**config.mk**
```make
export PLATFORM = sky130hd
export DESIGN_NAME = rr_timeout_arbiter_flat
export DESIGN_NICKNAME = d
export VERILOG_FILES = /design/src/rtl/rr_timeout_arbiter_if.sv /design/src/rtl/rr_timeout_arbiter.sv /design/src/flat_wrapper.sv
export SDC_FILE = /design/constraint.sdc
export NUM_CORES = 1
export LEC_CHECK = 0
export BUFFER_PORTS_ARGS = -buffer_cell sky130_fd_sc_hd__clkbuf_2
export CORE_UTILIZATION = 52
export CTS_BUF_LIST = sky130_fd_sc_hd__clkbuf_8 sky130_fd_sc_hd__clkbuf_16
export CTS_CLUSTER_DIAMETER = 30
export DETAILED_ROUTE_END_ITERATION = 7
export PLACE_DENSITY = 0.83
export SLEW_MARGIN = 5
export SYNTH_ARGS = -nofsm -noshare
export SYNTH_HDL_FRONTEND = slang
export SYNTH_SLANG_ARGS = --single-unit
```
**constraint.sdc**
```tcl
create_clock -name clk -period 6.65 [get_ports clk]
set_input_delay 1.33 -clock clk [delete_from_list [all_inputs] [get_ports clk]]
set_output_delay 1.33 -clock clk [all_outputs]
set_load 0.03 [all_outputs]
```
**src/rtl/rr_timeout_arbiter_if.sv**
```systemverilog
// rr_timeout_arbiter_if: request/flit-header inputs and grant/timeout outputs of the arbiter
interface rr_timeout_arbiter_if #(
  parameter int NPORTS = 5,
  parameter int LEN_W = 12,
  parameter int FID_W = 3
);
  logic [NPORTS-1:0] req;
  logic [NPORTS*FID_W-1:0] flit_id;
  logic [NPORTS*LEN_W-1:0] length;
  logic [NPORTS-1:0] grant;
  logic [NPORTS-1:0] timeout;
  modport master (output req, flit_id, length, input grant, timeout);
  modport slave (input req, flit_id, length, output grant, timeout);
endinterface

```
**src/rtl/rr_timeout_arbiter.sv**
```systemverilog
// rr_timeout_arbiter: round-robin arbiter whose grant tenure is bounded by a limit latched from each port's head flit
module rr_timeout_arbiter #(
  parameter int NPORTS = 5,
  parameter int LEN_W = 12,
  parameter int FID_W = 3,
  parameter int HEAD_ID = 1
) (
  input logic clk,
  input logic rst_n,
  rr_timeout_arbiter_if.slave bus
);
  localparam int IW = NPORTS > 1 ? $clog2(NPORTS) : 1;
  logic [LEN_W-1:0] limit [NPORTS];
  logic [LEN_W-1:0] count;
  logic [IW-1:0] ptr, g, base, idx;
  logic [NPORTS-1:0] grant, timeout, nxt;
  logic idle, hold, expired, found;
  assign bus.grant = grant;
  assign bus.timeout = timeout;
  assign idle = grant == '0;
  assign expired = !idle && limit[g] != '0 && count == limit[g];
  assign hold = !idle && bus.req[g] && !expired;
  assign base = idle ? ptr : g;
  // encode the one-hot grant into the index of the port holding it
  always_comb begin
    g = '0;
    for (int i = 0; i < NPORTS; i++)
      if (grant[i]) g = IW'(i);
  end
  // scan from base+1 with wrap; base itself is a candidate only when idle, so a released port yields
  always_comb begin
    nxt = '0;
    found = 1'b0;
    idx = '0;
    for (int k = 1; k <= NPORTS; k++) begin
      idx = IW'((int'(base) + k) % NPORTS);
      if (!found && bus.req[idx] && (idle || k < NPORTS)) begin
        nxt[idx] = 1'b1;
        found = 1'b1;
      end
    end
    if (hold) nxt = grant;
  end
  // per-port limit follows the length of every head flit, granted or not
  always_ff @(posedge clk)
    for (int i = 0; i < NPORTS; i++)
      if (!rst_n) limit[i] <= '0;
      else if (bus.flit_id[i*FID_W +: FID_W] == FID_W'(HEAD_ID)) limit[i] <= bus.length[i*LEN_W +: LEN_W];
  // grant register, saturating tenure counter, last-grant pointer and expiry pulse
  always_ff @(posedge clk)
    if (!rst_n) begin
      grant <= '0;
      timeout <= '0;
      count <= '0;
      ptr <= IW'(NPORTS - 1);
    end else begin
      grant <= nxt;
      timeout <= (expired && bus.req[g]) ? grant : '0;
      count <= nxt == '0 ? '0 : nxt != grant ? LEN_W'(1) : count + LEN_W'(count != '1);
      if (!idle && nxt != grant) ptr <= g;
    end
endmodule

```
**src/flat_wrapper.sv**
```systemverilog
// flat-port wrapper written by rule: the top's interface ports become plain ports
module rr_timeout_arbiter_flat 
#(
  parameter int NPORTS = 5,
  parameter int LEN_W = 12,
  parameter int FID_W = 3,
  parameter int HEAD_ID = 1
)
  (clk, rst_n, bus_req, bus_flit_id, bus_length, bus_grant, bus_timeout);
  rr_timeout_arbiter_if #(.NPORTS(NPORTS), .LEN_W(LEN_W), .FID_W(FID_W)) bus_i ();
  input logic clk;
  input logic rst_n;
  input wire logic [$bits(bus_i.req)-1:0] bus_req;
  input wire logic [$bits(bus_i.flit_id)-1:0] bus_flit_id;
  input wire logic [$bits(bus_i.length)-1:0] bus_length;
  output wire logic [$bits(bus_i.grant)-1:0] bus_grant;
  output wire logic [$bits(bus_i.timeout)-1:0] bus_timeout;
  assign bus_i.req = bus_req;
  assign bus_i.flit_id = bus_flit_id;
  assign bus_i.length = bus_length;
  assign bus_grant = bus_i.grant;
  assign bus_timeout = bus_i.timeout;
  rr_timeout_arbiter #(.NPORTS(NPORTS), .LEN_W(LEN_W), .FID_W(FID_W), .HEAD_ID(HEAD_ID)) u_core (.clk(clk), .rst_n(rst_n), .bus(bus_i));
endmodule
```
Word-level counts from Yosys, hierarchy flattened
Memory sizes are Yosys's and may differ from the RTL's.
Index checks and enable logic that the tools add are counted.
{"block": "word_totals", "output_inout_bits": 10, "mem_bits_rw": 60, "n_memories": 1, "inputBits": 82, "word_cells": 133, "mem_bits_ro": 0, "reg_bits": 25, "latch_bits": 0}
{"block": "op_classes", "multipliers": 0, "muxes": 59, "eq_ne": 8, "reduce_logical": 28, "shifts": 0, "div_mod_pow": 5, "n_bitwise": 10, "magnitude_cmp": 11, "n_addsub": 6}
{"name": "u_core.limit", "depth": 5, "word_bits": 12, "rd": 1, "rd_ports_with_merged_regs": 0, "write_ports": 5, "line_no": "rr_timeout_arbiter.sv:13", "rtl": "logic [LEN_W-1:0] limit [NPORTS];"}
{"cell": "modulo 32 x 4 -> 32 bit, second input constant", "n": 5}
{"cell": "two-way mux 12 bit", "n": 5}
{"cell": "two-way mux 1 bit", "n": 33}
{"cell": "two-way mux 5 bit", "n": 6}
{"cell": "less-than comparator 3 x 4 -> 1 bit, second input constant", "n": 6}
{"cell": "OR 5 bit", "n": 4}
{"cell": "binary-select mux 1 bit (select 3 bit)", "n": 6}
{"cell": "logical AND 1 bit", "n": 16}
{"cell": "demux 1 bit (select 3 bit)", "n": 5}
{"cell": "equality test 3 x 1 -> 1 bit, second input constant", "n": 5}
{"cell": ">= comparator 3 x 1 -> 1 bit, second input constant", "n": 5}
{"cell": "adder 12 x 1 -> 12 bit", "n": 1}
{"cell": "equality test 12 bit", "n": 1}
{"cell": "two-way mux 3 bit", "n": 4}
{"cell": "inequality test 12 bit, second input constant", "n": 1}
{"cell": "nonzero test 12 bit", "n": 1}
{"cell": "zero test 5 bit", "n": 2}
{"cell": "adder 3 x 2 -> 4 bit, second input constant", "n": 2}
{"cell": "adder 3 x 3 -> 4 bit, second input constant", "n": 2}
{"cell": "zero test 1 bit", "n": 6}
{"cell": "inequality test 5 bit", "n": 1}
{"cell": "OR 1 bit", "n": 5}
{"cell": "adder 3 x 1 -> 4 bit, second input constant", "n": 1}
{"cell": "OR reduction 3 bit", "n": 1}
{"cell": "other kinds (3)", "n": 3}

Logic depth before layout (Yosys ltp)
Gate-level depths: netlist of the first run.
{"block": "logic_depth", "word_depth": 26, "mapped_depth": 28, "mapped_depth_nobuf": 24}

Least setup slack after synthesis of the first run
Ideal clock, no wire load.
{"block": "synth_timing", "kind": "reg-to-reg", "from": "register u_core.grant[1] (netlist: u_core.bus.grant[1])", "to": "register u_core.count[2]", "arrival_ps": 6135, "slack_ps": 400, "t_required_ps": 6535, "setup_ps": 115, "synth_period_minus_slack_ps": 6250, "stages_incl_launch_ff": 28, "path_buffers": 4, "path_cell_list": "dfxtp_1 buf_2 or2_2 o211ai_2 clkbuf_1 inv_1 ha_1 clkbuf_1 xnor2_1 ha_1 nor4b_1 mux2_2 a211o_1 xnor2_2 inv_2 ha_1 nor2b_1 o31a_1 nor2_1 a32oi_1 o211ai_1 a2111oi_0 a211oi_1 o22ai_1 o41ai_2 nand3b_1 buf_6 nor2_2"}
{"block": "synth_between", "elab_chain_cells": 26, "elab_cells_between_ends": 88, "classes_between": "add/sub: 5; div: 5; order compare: 10; eq/ne: 2; mux: 37; bitwise: 4; reduce/logical: 24; memory: 1"}
{"item": "from (decl)", "line_no": "rr_timeout_arbiter.sv:16", "rtl": "logic [NPORTS-1:0] grant, timeout, nxt;"}
{"item": "from (signal assigned)", "line_no": "rr_timeout_arbiter.sv:57", "rtl": "grant <= nxt;"}
{"item": "branches (longest 25 deep; another with modulo 32 x 4 -> 32 bit)"}
{"item": "OR reduction 3 bit (no line) *"}
{"item": "to (signal assigned)", "line_no": "rr_timeout_arbiter.sv:59", "rtl": "count <= nxt == '0 ? '0 : nxt != grant ? LEN_W'(1) : count + LEN_W'(count != '1);"}
{"item": "to (decl)", "line_no": "rr_timeout_arbiter.sv:14", "rtl": "logic [LEN_W-1:0] count;"}
Mark *: on every way between the ends. The select of a mux whose other input is x is not followed.
A chain may end at the register's enable or synchronous reset.

Worst setup path after layout of the first run
{"block": "layout_timing", "from": "register u_core.grant[1] (netlist: u_core.bus.grant[1])", "to": "register u_core.count[3]"}
The elaborated chain is that of the path after synthesis.

==> metrics.yaml, run 1 <==
worstPathMaxFanout: 11
synth_top_area_share_pct: 26.4
synth_top_flop_cell: "edfxtp_1"
area_growth_pct: 15.6
cpMostUsedCell: "ha_1"
r2r-end: "u_core.count[3]"
synth-seq-area-share_pct: 33.7
place_congestion: 0.990
place_inst: 998
skew_ns: 0.00476
critPathMaxStageDelay_ns: 0.66
clk_latency_ns: 0.34
ys_ff_latch: 85
setup.worst_path.end_class: "register"
vias_per_cell: 6.31
path_clk_slew_ns: 0.06
synthArstFlopShare_pct: 0
grt_pass1_vias: 6194
syn_nets: 861
outcome: "finished, final reports clean"
fin_cells: 1016
cts_max_level: 3
die_w_um: 117
fp.coreArea_um2: 12700
finalMaxSlewViolations: 0
rsz0062_at_grt: "no"
syn_area_um2: 6820
fin_crit_ns: 6.23
worst_pin_slew_ns: 1.06
postRouteAntennaNets: 0
pre_cts_ws_ns: -0.0119
synth_area_leaders: "edfxtp_1 (26%), dfxtp_1 (7.3%), and2_1 (6.4%), ha_1 (4.4%), mux2i_1 (2.6%)"
grt_antenna_before_repair: 0
hp-start: "u_core.ptr[0]"
path_class: "register to register"
cts_tree: "yes"
slew-limit-headroom_pct: 28.9
clock_sinks: 85
grt.total_usage_pct: 29.1
synth.most_common_cell: "and2_1"
ff2ff_path_depth: 25
setup_ws_ns: 0.424
drt_pass1_iterations: 5
ios: 92
slowest_stage: "or4b_2"
root_buffer: "clkbuf_16"
synth_edf_count: 60
yosysUniqueCellTypes: 93
grt_pass1_wl_um: 30400
start_util_pct: 53.6
max_cap_viol_count: 0
hold_end: "u_core.ptr[0]"
start_kind: "register"
ys_warn_count: 0
hold_class: "register to register"
nNetsFinal: 945
reg2reg_slack_ns: 0.42
setup_violations: 0
worst_hold_slack_ns: 0.495
period_share_pct: 93.6
num_vias: 6415
grt.overflow.total: 0
yosysTopAreaCell: "edfxtp_1"
rows: 41
fmax_ghz: 0.161
drc: 0
yosys-top-cells-count: "and2_1 (70), edfxtp_1 (60), nand2_1 (40)"
avgRoutedWirePerCell_um: 18.9
drive_above_1_share_pct: 23.1
cp.required_ns: 6.93
drtIter0Drc: 729
hold_viol_final: 0
synthCells: 755
die_h_um: 117
rr_startpoint: "u_core.bus.grant[1]"
die-area_um2: 13600
portBuffers: 91
clockBufferDepth: 2
grt_max_degree: 52
drt-total-wl_um: 19200
dp_hpwl_um: 14500
diodes: 0
whs_path_depth: 2
arrival_ns: 6.50
cts_inserted_buffers: 9
avgSynthCellArea_um2: 9.04
stage by stage:
step	TNS [ns]	area, um^2	utilization, %
finish	0	7890	62.0
floorplan	0	6820	-
detailed placement	-0.0347	7520	59.1
CTS	0	7820	61.5
global placement	0	7520	59.1
global route	0	7890	62.0
worst max-delay path by stage:
stage,from,endpoint
global route,u_core.bus.grant[1],u_core.count[3]
finish,u_core.bus.grant[1],u_core.count[3]
floorplan,u_core.bus.grant[1],u_core.count[2]
detailed placement,u_core.bus.grant[1],u_core.count[9]
CTS,u_core.bus.grant[1],u_core.count[8]
global placement,u_core.bus.grant[1],u_core.count[3]
what timing repair did:
item | CTS | global route
setup buffers | 1 | 1
hold buffers | 0 | 0
endpoints found under the setup margin | 11 | 15
gates resized for setup | 0 | 10
pin swaps | 1 | 4
layout make-up:
| cell class | instances | area (um^2) |
|---|---|---|
| Fill cell | 1139 | 4830 |
| Tap cell | 172 | 215 |
| Multi-Input combinational cell | 581 | 4240 |
| Clock inverter | 7 | 67.6 |
| Inverter | 41 | 156 |
| Sequential cell | 85 | 2300 |
| Clock buffer | 9 | 225 |
| Timing Repair Buffer | 121 | 681 |
state kept, by name (all words and copies together), names as in the netlist:
name / flops
u_core.bus.grant: 5
u_core.ptr: 3
u_core.count: 12
u_core.bus.timeout: 5
u_core.limit: 60
worst max-delay path, delay by kind of cell, from the launching register on:
family,cells,cell delay [ns]
adder cells (fa/ha/maj),3,0.75
XOR/XNOR,1,0.23
buffers and inverters,2,0.36
flip-flops,1,0.35
AND/OR/NAND/NOR,8,1.84
AO/OA/AOI/OAI,11,2.65
kinds of logic after synthesis:
group / Yosys count / share of synthesized area (%)
AOI/OAI and AO/OA: 218 / 24.9
xor gates and xnor gates: 27 / 3.69
adders and majority gates: 24 / 4.40
buffers and inverters: 89 / 5.34
DFF: 85 / 33.7
muxes: 21 / 3.14
and+or+nand+nor: 291 / 24.8
routing by layer:
metal  up-vias  share of wire, %  track usage [%]
li1       3044                 -                -
met1      2963                40             33.9
met2       334                49             51.0
met3        74               6.7             3.94
met4         0               4.5             17.1
met5         -                 0                0
cell usage in the layout (no fill, tap or decap), types with 24 or more instances in the layout:
cell	instances
ha_1	24
clkbuf_2	91
a21oi_1	27
edfxtp_1	60
and2_1	70
nand3_1	24
nand2_1	40
dfxtp_1	25
o21ai_0	27
buf_4	30
inv_1	40
nor2_1	38
Power of run 1 is not shown: default switching activity piles up to over one toggle a cycle in this logic, so the estimate is an artifact.
==> run 2, diff against run 1 <==
--- a/config.mk
+++ b/config.mk
@@ -5,12 +5,13 @@
 export SDC_FILE = /design/constraint.sdc
 export NUM_CORES = 1
 export LEC_CHECK = 0
+export ABC_AREA = 1
 export BUFFER_PORTS_ARGS = -buffer_cell sky130_fd_sc_hd__clkbuf_2
 export CORE_UTILIZATION = 52
 export CTS_BUF_LIST = sky130_fd_sc_hd__clkbuf_8 sky130_fd_sc_hd__clkbuf_16
 export CTS_CLUSTER_DIAMETER = 30
 export DETAILED_ROUTE_END_ITERATION = 7
-export PLACE_DENSITY = 0.83
+export PLACE_DENSITY = 0.84
 export SLEW_MARGIN = 5
 export SYNTH_ARGS = -nofsm -noshare
 export SYNTH_HDL_FRONTEND = slang
==> run 2 against run 1 <==
Compared with the run above: the flow now finishes with violations (design-rule violations); register-to-register slack improved by 0.40 ns; count of clock-buffer cells in the layout unchanged; critical path depth up 9; sequential cell count unchanged; final cell count increased by 13%; synthesized cell count up 21%; design area shrank 9.7%; first-iteration DRC count fell by 34%; sequential share of layout area grew 3.1 points; critical endpoint is now u_core.count[8].
==> metrics.yaml, run 2 <==
reg2reg_slack_ns: 0.82  # was 0.42 ns
clk_latency_ns: 0.34  # about the same
yosysUniqueCellTypes: 41  # was 93
die-area_um2: 12600  # was 13,600 um^2
post-cts-setup-buffer-count: 0  # was 1
finalMaxSlewViolations: 0  # unchanged
dp_hpwl_um: 11700  # was 14,500 um
path_clk_slew_ns: 0.07  # was 0.06 ns
grt_pass1_vias: 5420  # was 6,194
place_congestion: 0.957  # was 0.990
hold_class: "register to register"  # unchanged
synth_edf_count: 60  # unchanged
area_growth_pct: 13.0  # was 15.6%
synth_top_flop_cell: "edfxtp_1"  # unchanged
ios: 92  # unchanged
yosys-top-cells-count: "nand2_1 (202), inv_1 (153), nor2_1 (136)"  # was and2_1 (70), edfxtp_1 (60), nand2_1 (40)
worst_pin_slew_ns: 0.551  # was 1.06 ns
grt_max_degree: 32  # was 52
slowest_stage: "dfxtp_1"  # was or4b_2
slew-limit-headroom_pct: 63.2  # was 28.9%
rsz0062_at_grt: "no"  # unchanged
largest_register_ffs: 60  # unchanged
grt.total_usage_pct: 24.8  # was 29.1%
cts_tree: "yes"  # unchanged
fin_setup_tns_ns: 0  # unchanged
wl_met2_um: 6800  # was 9380 um
hold_viol_final: 0  # unchanged
synth_area_leaders: "edfxtp_1 (29%), nand2_1 (12%), inv_1 (9.1%), nor2_1 (8.1%), dfxtp_1 (7.9%)"  # was edfxtp_1 (26%), dfxtp_1 (7.3%), and2_1 (6.4%), ha_1 (4.4%), mux2i_1 (2.6%)
drt_pass1_iterations: 7  # was 5
clock_sinks: 85  # unchanged
fp.coreArea_um2: 11600  # was 12,700 um^2
postRouteAntennaNets: 0  # unchanged
avgSynthCellArea_um2: 6.88  # was 9.04 um^2
num_vias: 5894  # was 6,415
grt_antenna_before_repair: 0  # unchanged
grt_pass1_wl_um: 25000  # was 30,400 um
clockBufferDepth: 2  # unchanged
wl_met3_um: 1050  # was 1290 um
worstPathMaxFanout: 31  # was 11
vias_per_cell: 5.14  # was 6.31
start_kind: "register"  # unchanged
ff2ff_path_depth: 34  # was 25
ys_ff_latch: 85  # unchanged
skew_ns: 0.00724  # was 0.00476 ns
critPathMaxStageDelay_ns: 0.61  # was 0.66 ns
layout_common_cells: "nand2_1 (202), inv_1 (153), nor2_1 (136)"  # was clkbuf_2 (91), and2_1 (70), edfxtp_1 (60)
syn_nets: 1022  # was 861
r2r-end: "u_core.count[8]"  # was u_core.count[3]
yosysTopAreaCell: "edfxtp_1"  # unchanged
violations: "design-rule violations"
cp.required_ns: 6.86  # was 6.93 ns
cts_max_level: 3  # unchanged
setup.worst_path.end_class: "register"  # unchanged
holdBufCountCts: 0  # unchanged
hold_end: "u_core.ptr[2]"  # was u_core.ptr[0]
period_share_pct: 87.6  # was 93.6%
die_w_um: 112  # was 117 um
cpMostUsedCell: "nand2_1"  # was ha_1
setup_violations: 0  # unchanged
top_layer: "met4"  # unchanged
syn_area_um2: 6300  # was 6820 um^2
synth.most_common_cell: "nand2_1"  # was and2_1
fin_crit_ns: 5.83  # was 6.23 ns
synth-seq-area-share_pct: 36.5  # was 33.7%
diodes: 0  # unchanged
path_class: "register to register"  # unchanged
final_common_cell: "nand2_1"  # was clkbuf_2
cts_inserted_buffers: 9  # unchanged
top_register: "u_core.limit"  # unchanged
synthCells: 916  # was 755
synthArstFlopShare_pct: 0  # unchanged
outcome: "finished with violations"  # was finished, final reports clean
ys_warn_count: 0  # unchanged
drive_above_1_share_pct: 17.8  # was 23.1%
start_util_pct: 54.3  # was 53.6%
wl_met1_um: 6880  # was 7630 um
grt.overflow.total: 0  # unchanged
whs_path_depth: 2  # unchanged
rows: 39  # was 41
drt-total-wl_um: 14900  # was 19,200 um
fmax_ghz: 0.172  # was 0.161 GHz
arrival_ns: 6.04  # was 6.50 ns
rr_startpoint: "u_core.bus.grant[4]"  # was u_core.bus.grant[1]
die_h_um: 112  # was 117 um
cts_resized: 0  # unchanged
hp-start: "u_core.ptr[2]"  # was u_core.ptr[0]
nNetsFinal: 1104  # was 945
top_regs: "u_core.limit x60, u_core.count x12"  # unchanged
drtIter0Drc: 481  # was 729
max_cap_viol_count: 0  # unchanged
synth_top_area_share_pct: 28.6  # was 26.4%
worst_hold_slack_ns: 0.484  # was 0.495 ns
portBuffers: 91  # unchanged
root_buffer: "clkbuf_16"  # unchanged
avgRoutedWirePerCell_um: 13.0  # was 18.9 um
drc: 4  # was 0
-- run 2: changes by cell type after synthesis, moves of 15 or more --
cell / previous run / this run
nand2b_1: 15 / 0
and2_1: 70 / 1
clkbuf_1: 33 / 9
inv_1: 39 / 153
nand2_1: 40 / 202
nor2_1: 38 / 136
mux2i_1: 18 / 0
nand3_1: 24 / 95
xnor2_1: 17 / 2
nand2_2: 0 / 18
-- run 2: cells by family (layout without fill, tap and decap cells) --
group | after synthesis | after routing | synth area share [%]
AO/OA/AOI/OAI | 85 | 85 | 7.90
XOR/XNOR | 13 | 13 | 2.04
adder cells (fa/ha/maj) | 24 | 24 | 4.76
flip-flops | 85 | 85 | 36.5
AND/OR/NAND/NOR | 521 | 521 | 36.8
buffers and inverters | 188 | 275 | 12.0
-- run 2: worst max-delay path by stage --
stage                             start  slack, ns  cells past startpoint         endpoint
floorplan           u_core.bus.grant[2]       2.16                     38  u_core.count[4]
global placement    u_core.bus.grant[4]       1.11                     34  u_core.count[8]
detailed placement  u_core.bus.grant[4]       0.93                     34  u_core.count[8]
CTS                 u_core.bus.grant[4]       0.91                     34  u_core.count[8]
global route        u_core.bus.grant[4]       0.25                     34  u_core.count[8]
finish              u_core.bus.grant[4]       0.82                     34  u_core.count[8]
-- run 2: per-layer routing --
metal,vias up,global-route usage (%)
met2,214,41.0
met1,2588,33.7
met5,-,0
li1,3073,-
met3,19,4.37
met4,0,6.93
-- run 2: cell type report --
type | count | area (um^2)
Clock inverter | 7 | 81.3
Tap cell | 143 | 179
Sequential cell | 85 | 2300
Multi-Input combinational cell | 643 | 3250
Clock buffer | 9 | 225
Fill cell | 1072 | 4490
Timing Repair Buffer | 92 | 463
Inverter | 167 | 627
-- run 2: stage by stage --
step | setup WS (ns) | instance area, um^2 | utilization [%] | instances
floorplan | 2.16 | 6300 | - | 916
global placement | 1.11 | 6820 | 58.7 | 1130
detailed placement | 0.932 | 6820 | 58.7 | 1130
finish | 0.822 | 7120 | 61.3 | 1146
CTS | 0.910 | 7120 | 61.3 | 1146
global route | 0.255 | 7120 | 61.3 | 1146
-- run 2: critical path: cells and delay by family (launching register included) --
family	cells	cell delay, ns
simple gates	24	3.20
buf+inv	5	0.70
fa+ha+maj	3	0.91
compound gates	2	0.26
flops	1	0.61
Power of run 2 is left out for the same reason.
==> run 3, diff against run 2 <==
--- a/config.mk
+++ b/config.mk
@@ -7,11 +7,11 @@
 export LEC_CHECK = 0
 export ABC_AREA = 1
 export BUFFER_PORTS_ARGS = -buffer_cell sky130_fd_sc_hd__clkbuf_2
-export CORE_UTILIZATION = 52
+export CORE_UTILIZATION = 50
 export CTS_BUF_LIST = sky130_fd_sc_hd__clkbuf_8 sky130_fd_sc_hd__clkbuf_16
 export CTS_CLUSTER_DIAMETER = 30
 export DETAILED_ROUTE_END_ITERATION = 7
-export PLACE_DENSITY = 0.84
+export PLACE_DENSITY = 0.81
 export SLEW_MARGIN = 5
 export SYNTH_ARGS = -nofsm -noshare
 export SYNTH_HDL_FRONTEND = slang
==> run 3 against run 2 <==
Compared with the run above: the run now ends clean; via count rose by 0.70%; first-iteration DRC count fell by 17%; setup slack improved by 0.058 ns; wire length fell by 2.3%; final cell count rose by 2.2%; clock skew barely moved; critical path type unchanged.
==> metrics.yaml, run 3 (synthesis gave the netlist of run 2 again) <==
cp.required_ns: 6.91  # was 6.86 ns
path_clk_slew_ns: 0.06  # was 0.07 ns
drc: 0  # was 4
hold_class: "register to register"  # unchanged
drive_above_1_share_pct: 17.7  # was 17.8%
drt-total-wl_um: 14600  # was 14,900 um
avgRoutedWirePerCell_um: 12.5  # was 13.0 um
grt.total_usage_pct: 24.0  # was 24.8%
cts_resized: 0  # unchanged
worst_pin_slew_ns: 0.554  # was 0.551 ns
hold_viol_final: 0  # unchanged
post-cts-setup-buffer-count: 0  # unchanged
slew-limit-headroom_pct: 63.0  # was 63.2%
fin_setup_tns_ns: 0  # unchanged
setup.worst_path.end_class: "register"  # unchanged
drt_pass1_iterations: 5  # was 7
skew_ns: 0.00719  # was 0.00724 ns
nNetsFinal: 1104  # unchanged
start_util_pct: 51.8  # was 54.3%
max_cap_viol_count: 0  # unchanged
nFillCells: 1113  # was 1,072
postRouteAntennaNets: 0  # unchanged
root_buffer: "clkbuf_16"  # unchanged
cts_tree: "yes"  # unchanged
place_congestion: 0.935  # was 0.957
outcome: "finished, final reports clean"  # was finished with violations
grt_pass1_vias: 5399  # was 5,420
largest_register_ffs: 60  # unchanged
grt.overflow.total: 0  # unchanged
fin_crit_ns: 5.77  # was 5.83 ns
top_register: "u_core.limit"  # unchanged
period_share_pct: 86.8  # was 87.6%
cpMostUsedCell: "nand2_1"  # unchanged
ff2ff_path_depth: 34  # unchanged
area_growth_pct: 13.5  # was 13.0%
layout_common_cells: "nand2_1 (202), inv_1 (155), nor2_1 (136)"  # was nand2_1 (202), inv_1 (153), nor2_1 (136)
clk_latency_ns: 0.34  # about the same
top_regs: "u_core.limit x60, u_core.count x12"  # unchanged
fmax_ghz: 0.173  # was 0.172 GHz
cts_inserted_buffers: 9  # unchanged
arrival_ns: 6.03  # was 6.04 ns
drtIter0Drc: 400  # was 481
portBuffers: 91  # unchanged
num_vias: 5935  # was 5,894
clock_sinks: 85  # unchanged
whs_path_depth: 2  # unchanged
path_class: "register to register"  # unchanged
rsz0062_at_grt: "no"  # unchanged
grt_max_degree: 32  # unchanged
die-area_um2: 13100  # was 12,600 um^2
finalMaxSlewViolations: 0  # unchanged
vias_per_cell: 5.07  # was 5.14
final_common_cell: "nand2_1"  # unchanged
holdBufCountCts: 0  # unchanged
slowest_stage: "dfxtp_1"  # unchanged
setup_violations: 0  # unchanged
diodes: 0  # unchanged
die_w_um: 114  # was 112 um
start_kind: "register"  # unchanged
die_h_um: 114  # was 112 um
critPathMaxStageDelay_ns: 0.62  # was 0.61 ns
cts_max_level: 3  # unchanged
rows: 40  # was 39
worstPathMaxFanout: 31  # unchanged
ios: 92  # unchanged
clockBufferDepth: 2  # unchanged
dp_hpwl_um: 11400  # was 11,700 um
fp.coreArea_um2: 12200  # was 11,600 um^2
grt_pass1_wl_um: 24800  # was 25,000 um
grt_antenna_before_repair: 0  # unchanged
## run 3: changes by cell type in the layout (fill, tap and decap cells not counted), sizes merged
cell    change
clkbuf      +2
clkinv      -2
bufinv      -1
inv         +1
## run 3: cell type report
| class | instances | area (um^2) | area share [%] |
|---|---|---|---|
| clock buffers | 11 | 275 | 3.85 |
| clock inverters | 5 | 30.0 | 0.420 |
| inverters | 167 | 627 | 8.76 |
| multi-input cells | 643 | 3250 | 45.4 |
| flip-flops and latches | 85 | 2300 | 32.2 |
| well taps | 168 | 210 | 2.94 |
| repair buffers | 92 | 463 | 6.47 |
## run 3: path summary, 6_finish.rpt
kind | from | end | slack, ns
max | u_core.bus.grant[4] | u_core.count[3] | 0.88
max reg2reg | u_core.bus.grant[4] | u_core.count[3] | 0.88
min | u_core.ptr[2] | u_core.ptr[2] | 0.48
min reg2reg | u_core.ptr[2] | u_core.ptr[2] | 0.48
## run 3: worst max-delay path: cells and delay by family (launching register included)
kind | cells | cell delay (ns)
flip-flops | 1 | 0.62
AND/OR/NAND/NOR | 25 | 3.32
buffers and inverters | 6 | 0.84
adder cells (fa/ha/maj) | 3 | 0.89
## run 3: per-layer routing
metal / wire length [um] / vias up / track usage (%) / share of wire [%]
met2: 6500 / 233 / 38.5 / 45
met3: 1150 / 30 / 4.18 / 7.9
met1: 6600 / 2603 / 32.6 / 45
met5: 0 / - / 0 / 0
li1: - / 3069 / - / -
met4: 344 / 0 / 8.57 / 2.4
## run 3: metrics by stage
step           setup WS (ns)  util (%)  hold WS (ns)  cells  instance area, um^2
3_5_place_dp           0.884      56.3         0.471   1155                 6850
3_3_place_gp            1.06      56.3         0.470   1155                 6850
5_1_grt                0.104      58.8         0.496   1171                 7150
2_1_floorplan           2.16         -         0.443    916                 6300
6_report               0.880      58.8         0.479   1171                 7150
4_1_cts                0.884      58.8         0.481   1171                 7150
Power of run 3 is left out for the same reason.
